<file path="config.mk">
export PLATFORM = sky130hd
export DESIGN_NAME = eq2_seq_ctrl_flat
export DESIGN_NICKNAME = d
export VERILOG_FILES = /design/src/rtl/eq2_seq_pkg.sv /design/src/rtl/eq2_seq_ctrl_if.sv /design/src/rtl/eq2.sv /design/src/rtl/eq2_seq_ctrl.sv /design/src/flat_wrapper.sv
export SDC_FILE = /design/constraint.sdc
export NUM_CORES = 1
export LEC_CHECK = 0
export CORE_UTILIZATION = 49
export DETAILED_ROUTE_END_ITERATION = 10
export PLACE_DENSITY = 0.77
export SLEW_MARGIN = 15
export SYNTH_ARGS = -nofsm -noshare
export SYNTH_HDL_FRONTEND = slang
export SYNTH_HIERARCHICAL = 1
export SYNTH_SLANG_ARGS = --single-unit
export TNS_END_PERCENT = 50
</file>
<file path="constraint.sdc">
create_clock -name clk -period 2 [get_ports clk]
set_clock_uncertainty 0.2 [all_clocks]
set_input_delay 0.3 -clock clk [delete_from_list [all_inputs] [get_ports clk]]
set_output_delay 0.3 -clock clk [all_outputs]
set_load 0.05 [all_outputs]
</file>
<file path="src/rtl/eq2_seq_pkg.sv">
// Shared definitions for the eq2 sequencing controller: FSM state encoding
// and the slice-index width helper.
package eq2_seq_pkg;

  typedef enum logic [1:0] {
    IDLE = 2'd0,
    RUN  = 2'd1,
    DONE = 2'd2
  } state_t;

  // A single-slice operand still needs a 1-bit index port.
  function automatic int idx_width(input int slices);
    return (slices > 1) ? $clog2(slices) : 1;
  endfunction

endpackage

</file>
<file path="src/rtl/eq2_seq_ctrl_if.sv">
// Request/result bundle between a requesting datapath (master) and the
// eq2 sequencing controller (slave).
interface eq2_seq_ctrl_if
  import eq2_seq_pkg::*;
#(
  parameter int WIDTH = 8
);
  localparam int IW = idx_width(WIDTH / 2);

  logic             start;
  logic [WIDTH-1:0] a;
  logic [WIDTH-1:0] b;
  logic             busy;
  logic             done;
  logic             aeqb;
  logic [IW-1:0]    slice_idx;

  modport master (
    output start, a, b,
    input  busy, done, aeqb, slice_idx
  );

  modport slave (
    input  start, a, b,
    output busy, done, aeqb, slice_idx
  );

endinterface

</file>
<file path="src/rtl/eq2.sv">
// Existing 2-bit equality comparator leaf, shared across all slices.
module eq2 (
  input  logic [1:0] a,
  input  logic [1:0] b,
  output logic       aeqb
);

  // Sum of the four equal-pattern products.
  assign aeqb = (~a[1] & ~a[0] & ~b[1] & ~b[0]) |
                (~a[1] &  a[0] & ~b[1] &  b[0]) |
                ( a[1] & ~a[0] &  b[1] & ~b[0]) |
                ( a[1] &  a[0] &  b[1] &  b[0]);

endmodule

</file>
<file path="src/rtl/eq2_seq_ctrl.sv">
// Time-shares one eq2 comparator over WIDTH/2 slices, LSB-first.
// Optional feature macro: EQ2_SEQ_EARLY_EXIT_EN (finish on first mismatch).
module eq2_seq_ctrl
  import eq2_seq_pkg::*;
#(
  parameter int WIDTH = 8
) (
  input  logic           clk,
  input  logic           reset_n,
  eq2_seq_ctrl_if.slave  bus
);

  localparam int SLICES = WIDTH / 2;
  localparam int IW     = idx_width(SLICES);
  localparam logic [IW-1:0] LAST = IW'(SLICES - 1);

  state_t           state;
  logic [WIDTH-1:0] a_q;
  logic [WIDTH-1:0] b_q;
  logic [IW-1:0]    idx;
  logic             acc;
  logic             busy_q;
  logic             done_q;
  logic             aeqb_q;
  logic [1:0]       a_slice;
  logic [1:0]       b_slice;
  logic             eq;

  always_comb begin
    a_slice = a_q[{idx, 1'b0} +: 2];
    b_slice = b_q[{idx, 1'b0} +: 2];
  end

  eq2 u_eq2 (
    .a    (a_slice),
    .b    (b_slice),
    .aeqb (eq)
  );

  // aeqb is loaded with the final accumulated value on the edge entering DONE.
  always_ff @(posedge clk or negedge reset_n) begin
    if (!reset_n) begin
      state  <= IDLE;
      a_q    <= '0;
      b_q    <= '0;
      idx    <= '0;
      acc    <= 1'b1;
      busy_q <= 1'b0;
      done_q <= 1'b0;
      aeqb_q <= 1'b0;
    end else begin
      done_q <= 1'b0;
      unique case (state)
        IDLE: begin
          if (bus.start) begin
            a_q    <= bus.a;
            b_q    <= bus.b;
            idx    <= '0;
            acc    <= 1'b1;
            busy_q <= 1'b1;
            state  <= RUN;
          end
        end
        RUN: begin
          acc <= acc & eq;
`ifdef EQ2_SEQ_EARLY_EXIT_EN
          if (!eq || idx == LAST) begin
`else
          if (idx == LAST) begin
`endif
            state  <= DONE;
            done_q <= 1'b1;
            aeqb_q <= acc & eq;
          end else begin
            idx <= idx + 1'b1;
          end
        end
        DONE: begin
          state  <= IDLE;
          busy_q <= 1'b0;
        end
        default: begin
          state  <= IDLE;
          busy_q <= 1'b0;
        end
      endcase
    end
  end

  assign bus.busy      = busy_q;
  assign bus.done      = done_q;
  assign bus.aeqb      = aeqb_q;
  assign bus.slice_idx = idx;

endmodule

</file>
<file path="src/flat_wrapper.sv">
// flat-port wrapper written by rule: the top's interface ports become plain ports
module eq2_seq_ctrl_flat import eq2_seq_pkg::*;
#(
  parameter int WIDTH = 8
)
  (clk, reset_n, bus_start, bus_a, bus_b, bus_busy, bus_done, bus_aeqb, bus_slice_idx);
  eq2_seq_ctrl_if #(.WIDTH(WIDTH)) bus_i ();
  input  logic clk;
  input  logic reset_n;
  input wire logic [$bits(bus_i.start)-1:0] bus_start;
  input wire logic [$bits(bus_i.a)-1:0] bus_a;
  input wire logic [$bits(bus_i.b)-1:0] bus_b;
  output wire logic [$bits(bus_i.busy)-1:0] bus_busy;
  output wire logic [$bits(bus_i.done)-1:0] bus_done;
  output wire logic [$bits(bus_i.aeqb)-1:0] bus_aeqb;
  output wire logic [$bits(bus_i.slice_idx)-1:0] bus_slice_idx;
  assign bus_i.start = bus_start;
  assign bus_i.a = bus_a;
  assign bus_i.b = bus_b;
  assign bus_busy = bus_i.busy;
  assign bus_done = bus_i.done;
  assign bus_aeqb = bus_i.aeqb;
  assign bus_slice_idx = bus_i.slice_idx;
  eq2_seq_ctrl #(.WIDTH(WIDTH)) u_core (.clk(clk), .reset_n(reset_n), .bus(bus_i));
endmodule
</file>
; Yosys cells after proc, flatten, opt, wreduce, memory -nomap -nowiden
; Index checks and enable logic that the tools add are counted.
[op_classes]
addsub = 1
n_eq_ne = 5
n_shift = 2
muxes = 11
n_bitwise = 21
reduce_logical = 8
[op_table]
columns = operator, n
row1 = $shiftx 8x4->2, 2
row2 = $and 1x1->1, 13
row3 = $reduce_and 2->1, 5
row4 = $mux 2, 4
row5 = $pmux 2 s2, 2
row6 = $not 1->1, 5
row7 = $ne 2x2->1 const B, 2
row8 = $pmux 1 s2, 2
row9 = $mux 1, 3
row10 = $or 1x1->1, 3
row11 = $reduce_and 3->1, 1
row12 = $add 2x1->2 const B, 1
row13 = $eq 2x1->1 const B, 1
row14 = $eq 2x2->1 const B, 1
row15 = $logic_not 2->1, 1
row16 = $ne 2x1->1 const B, 1
row17 = $reduce_bool 2->1, 1
[word_totals]
ff_bits = 24
input_bits = 19
out_inout_bits = 5
word_cells = 56

; Logic depth before layout (Yosys ltp)
[depth]
word_depth = 10
depth_mapped = 6
ltp_nobuf = 5

; Modules after synthesis
; The synthesis kept the hierarchy.
[by_module_without_submodules]
columns = module, instances, cells_per_inst, area_per_inst_um2, seq_area_each_um2
row1 = eq2_seq_ctrl, 1, 72, 1103.6, 601.8
row2 = eq2, 1, 3, 21.3, 0.0

; Worst setup path after synthesis
; Ideal clock, no wire load.
[synth_timing]
path_type = register to register
start = register u_core.idx[0] (netlist: u_core/bus.slice_idx[0])
end = register u_core.aeqb_q (netlist: u_core/bus.aeqb)
setup_time_ns = 0.095
arrival_time_ns = 1.926
required_ns = 1.705
slack_ns = -0.221
stages_incl_launch_ff = 7
path_buffers = 1
synth_period_minus_slack_ns = 2.221
path_cell_list = dfrtp_1 -> buf_2 -> mux4_2 -> xor2_1 -> nor2_1 -> nand2_1 -> o31ai_1
[synth_between]
elab_chain_cells = 9
word_cells_on_any_way = 24
classes_between = eq/ne (1) / shift (2) / bitwise (20) / reduce/logical (1)
[synth_lines]
columns = item, line_no
row1 = start: declaration, eq2_seq_ctrl.sv:20  ; logic [IW-1:0] idx;
row2 = start signal: assignment, eq2_seq_ctrl.sv:75  ; idx <= idx + 1'b1;
row3 = $shiftx 8x4->2 *, eq2_seq_ctrl.sv:30  ; a_slice = a_q[{idx, 1'b0} +: 2];
row4 = via u_core.a_slice[1], eq2_seq_ctrl.sv:25  ; logic [1:0] a_slice;
row5 = $not 1->1, "eq2.sv:9, eq2.sv:10"
row6 = $and 1x1->1 (on tied branches) (3 in a row), "eq2.sv:9, eq2.sv:10"
row7 = $or 1x1->1, eq2.sv:9  ; assign aeqb = (~a[1] & ~a[0] & ~b[1] & ~b[0]) |
row8 = $or 1x1->1, eq2.sv:10  ; (~a[1] & a[0] & ~b[1] & b[0]) |
row9 = $or 1x1->1 *, eq2.sv:11  ; ( a[1] & ~a[0] & b[1] & ~b[0]) |
row10 = via u_core.eq, eq2_seq_ctrl.sv:27  ; logic eq;
row11 = $and 1x1->1 *, eq2_seq_ctrl.sv:73  ; aeqb_q <= acc & eq;
row12 = end signal: assignment, eq2_seq_ctrl.sv:73
row13 = end: declaration, eq2_seq_ctrl.sv:24  ; logic aeqb_q;
; The timed path passes the listed nets; every way through them passes the cells marked *.
; A chain may end at the register's enable or synchronous reset.

; Worst setup path in the final report
[layout_timing]
start = register u_core.done_q (netlist: u_core/bus.done)
end = output port bus_done
[layout_rtl]
columns = item, line_no
row1 = start: declaration, eq2_seq_ctrl.sv:23  ; logic done_q;
row2 = start signal: assignment, eq2_seq_ctrl.sv:49  ; done_q <= 1'b0;
row3 = start signal: assignment, eq2_seq_ctrl.sv:52  ; done_q <= 1'b0;
row4 = start signal: assignment, eq2_seq_ctrl.sv:72  ; done_q <= 1'b1;
row5 = end: declaration, flat_wrapper.sv:14  ; output wire logic [$bits(bus_i.done)-1:0] bus_done;
; No word-level cell between the ends.

==> metrics.txt <==
# TYPE chip_impl_metric gauge
chip_impl_metric{name="power.ir.vdd_worst",unit="V"} 0.00107
chip_impl_metric{name="grt.total_usage",unit=""} 0.190
chip_impl_metric{name="insertion_delay_of_the_later_clocked_pin_in_the_worst_skew_pair",unit="ns"} 0.31
chip_impl_metric{name="asyncSetResetFlopFracSynth",unit=""} 1.00
chip_impl_metric{name="grt_pass1_wl",unit="µm"} 3440
chip_impl_info{name="rsz_0062_raised_after_global_routing",value="true"} 1
chip_impl_metric{name="avgRoutedWirePerCell",unit="µm"} 15.3
chip_impl_metric{name="fraction_of_the_mapped_netlist_area_in_adder_cells",unit=""} 0.0111
chip_impl_metric{name="final_hold_viol_count",unit=""} 0
chip_impl_metric{name="post_synthesis_share_of_cell_area_spent_on_xor_and_xnor_gates",unit=""} 0.0156
chip_impl_metric{name="power.total",unit="µW"} 2250
chip_impl_metric{name="final_nets",unit=""} 125
chip_impl_metric{name="syn2layout_area_growth",unit="%"} 28.1
chip_impl_metric{name="reg2regPathDepth",unit=""} 5
chip_impl_metric{name="gpl.final_weighted_congestion",unit=""} 0.745
chip_impl_metric{name="path_buf_inv",unit=""} 1
chip_impl_metric{name="slew_violations",unit=""} 0
chip_impl_metric{name="layout-drive-gt1-share",unit=""} 0.346
chip_impl_metric{name="start_util",unit=""} 0.546
chip_impl_metric{name="htreeDepth",unit=""} 1
chip_impl_metric{name="die-area",unit="µm²"} 2490
chip_impl_info{name="clockRootBuffer",value="clkbuf_4"} 1
chip_impl_metric{name="synth.area.mux_share",unit=""} 0.274
chip_impl_metric{name="cts.sink_count",unit=""} 24
chip_impl_metric{name="post_synth.cell_area_avg",unit="µm²"} 15.0
chip_impl_metric{name="finalCoreUtilization",unit=""} 0.699
chip_impl_metric{name="fin_crit_sh",unit=""} 0.969
chip_impl_metric{name="final_critical_period",unit="ns"} 1.94
chip_impl_metric{name="antenna_violating_nets_post_route",unit=""} 0
chip_impl_metric{name="netlist.area_leader.share",unit=""} 0.512
chip_impl_metric{name="rows",unit=""} 16
chip_impl_metric{name="worst-path-stages",unit=""} 1
chip_impl_metric{name="cts_setup_buffers",unit=""} 0
chip_impl_metric{name="grt_pass1_vias",unit=""} 726
chip_impl_info{name="worst_setup_end_kind",value="primary output"} 1
chip_impl_metric{name="post_detailed_route_drc_marker_count",unit=""} 0
chip_impl_metric{name="sequential_area_share_after_synthesis",unit=""} 0.535
chip_impl_metric{name="static-leakage-power",unit="µW"} 0.000653
chip_impl_metric{name="timing.max_cap.violations",unit=""} 0
chip_impl_metric{name="port_buffers",unit=""} 23
chip_impl_metric{name="ioPinCount",unit=""} 24
chip_impl_metric{name="worstMarginPinSlew",unit="ns"} 0.497
chip_impl_metric{name="setup_viol_count_final",unit=""} 0
chip_impl_info{name="worst_hold_path_type",value="in2async"} 1
chip_impl_metric{name="grt-ovfl-total",unit=""} 0
chip_impl_info{name="ys_top_cells_by_area",value="dfrtp_1 51%, mux2_4 13%, mux4_2 8.0%"} 1
chip_impl_metric{name="critPathRequiredTime",unit="ns"} 1.50
chip_impl_metric{name="ys_ff_latch",unit=""} 24
chip_impl_metric{name="synth_enable_flop_cells",unit=""} 0
chip_impl_metric{name="power.density_cell_area",unit="nW/µm²"} 1560
chip_impl_metric{name="totalWireLength",unit="µm"} 2000
chip_impl_metric{name="cts.clk_slew.worst_paths",unit="ns"} 0.12
chip_impl_metric{name="worstPathArrival",unit="ns"} 1.44
chip_impl_metric{name="hpwl",unit="µm"} 1480
chip_impl_metric{name="pin_count_of_the_biggest_net_entering_global_routing",unit=""} 25
chip_impl_metric{name="synth_nets",unit=""} 95
chip_impl_metric{name="synth_area",unit="µm²"} 1120
chip_impl_metric{name="worst_slew_margin_rel",unit=""} 0.668
chip_impl_metric{name="post-route-worst-setup-slack",unit="ns"} 0.0620
chip_impl_metric{name="critical_path_fanout_max",unit=""} 1
chip_impl_metric{name="post_synthesis_cells",unit=""} 75
chip_impl_metric{name="firstDrtPassIters",unit=""} 4
chip_impl_metric{name="synth_simple_gate_area_frac",unit=""} 0.0656
chip_impl_metric{name="dieHeight",unit="µm"} 49.9
chip_impl_info{name="ordered_cell_list_for_the_critical_path",value="clkdlybuf4s50_1"} 1
chip_impl_metric{name="vias",unit=""} 694
chip_impl_metric{name="number_of_antenna_diodes",unit=""} 0
chip_impl_metric{name="die_width",unit="µm"} 49.9
chip_impl_info{name="tritoncts",value="done"} 1
chip_impl_info{name="cp_slowest_cell",value="clkdlybuf4s50_1"} 1
chip_impl_metric{name="core-area",unit="µm²"} 2060
chip_impl_metric{name="post-place-ws",unit="ns"} 0.0966
chip_impl_metric{name="tritoncts.num_buffers",unit=""} 3
chip_impl_metric{name="grt_antenna_before_repair",unit=""} 0
chip_impl_info{name="critical_path.top_delay_family",value="buffers and inverters"} 1
chip_impl_info{name="critPathKind",value="reg2out"} 1
chip_impl_metric{name="share_of_the_synthesized_area_in_compound_gates_ao_oa_aoi_oai",unit=""} 0.0623
chip_impl_metric{name="worst_path_largest_cell_delay",unit="ns"} 0.79
chip_impl_info{name="result_of_the_run",value="finished clean"} 1
chip_impl_info{name="worst_setup_path_start_kind",value="flip-flop"} 1
chip_impl_metric{name="detail_route.vias_per_cell",unit=""} 5.30
chip_impl_info{name="yosys_most_used_dff",value="dfrtp_1"} 1
chip_impl_metric{name="yosysWarningCount",unit=""} 6
chip_impl_info{name="yosys.area.top_type",value="dfrtp_1"} 1
chip_impl_info{name="synth_top_family_by_area",value="multiplexers"} 1
chip_impl_metric{name="synth.distinct_cells",unit=""} 24
chip_impl_metric{name="cts_max_path_buffers",unit=""} 2
chip_impl_metric{name="achievable-frequency",unit="GHz"} 0.516
chip_impl_metric{name="detailedRoute.firstIterationViolations",unit=""} 21
cell families after synthesis:
kind of cell | count (synthesis)
simple gates | 11
flops | 24
xor+xnor | 2
buf+inv | 6
compound gates | 11
fa+ha+maj | 1
mux | 20
final cells by class:
class	instances	area [µm²]
well taps	27	33.8
flip-flops and latches	24	603
repair buffers	28	275
multi-input cells	45	482
clock buffers	4	36.3
fillers	140	621
inverters	3	11.3
placed cells by master (no fill, tap or decap), drive strengths merged, types with 2 or more instances in the layout:
master and count:
clkdlybuf4s50 19, clkbuf 4, nor2 4, buf 8
dfrtp 23, inv 3, a21oi 3, mux2 16
mux4 4, nand2 3, o21ai 3, xor2 2
sequential cells by signal (all words and copies together), names as in the netlist:
register              cells
u_core/a_q                8
u_core/bus.slice_idx      2
u_core/bus.done           1
u_core/bus.busy           1
u_core/state              2
u_core/b_q                8
u_core/acc                1
u_core/bus.aeqb           1
metrics by stage:
stage | cell area (µm²) | hold slack, ns | instances | TNS (ns)
2_1_floorplan | 1130 | -0.196 | 75 | 0
3_3_place_gp | 1400 | 0.293 | 127 | 0
3_5_place_dp | 1400 | 0.298 | 127 | 0
4_1_cts | 1440 | 0.119 | 131 | 0
5_1_grt | 1440 | 0.146 | 131 | -0.0116
6_report | 1440 | 0.122 | 131 | 0
repair_timing:
item | in CTS | in global routing
hold buffers | 0 | 0
endpoints found under the setup margin | 0 | 2
resized for setup | 0 | 1
endpoints found under the hold margin | 0 | 0
cells in the mapped netlist, types with 2 or more instances:
library cell and n:
xor2_1 2, mux2_2 6, buf_2 2, o21ai_0 3, a21oi_1 3, mux4_2 4
dfrtp_1 23, nand2_1 3, mux2_4 10, nor2_1 3, inv_1 3
layer usage:
layer / share of wire / track usage
met5: 0 / 0
met4: 0.020 / 0.0619
met2: 0.48 / 0.315
met3: 0.062 / 0.0679
met1: 0.43 / 0.229
power breakdown:
part / total (µW) / switching, µW / internal, µW
registers: 930 / 204 / 726
logic: 1070 / 454 / 613
clock network: 249 / 138 / 111
total: 2250 / 796 / 1450
final timing paths:
check | start | endpoint | slack, ns
worst max-delay path | u_core/bus.done$_DFF_PN0_ | bus_done | 0.06
worst min-delay path | reset_n | u_core/a_q[7]$_DFFE_PN0P_ | 0.12
worst max register to register | u_core/bus.slice_idx[0]$_DFFE_PN0P_ | u_core/bus.aeqb$_DFFE_PN0P_ | 0.11
worst min register to register | u_core/b_q[4]$_DFFE_PN0P_ | u_core/b_q[4]$_DFFE_PN0P_ | 0.32
max in group asynchronous | reset_n | u_core/acc$_DFFE_PN1P_ | 1.20
min in group clk | u_core/b_q[4]$_DFFE_PN0P_ | u_core/b_q[4]$_DFFE_PN0P_ | 0.32
Note: power is estimated with default switching activity, not from simulation.
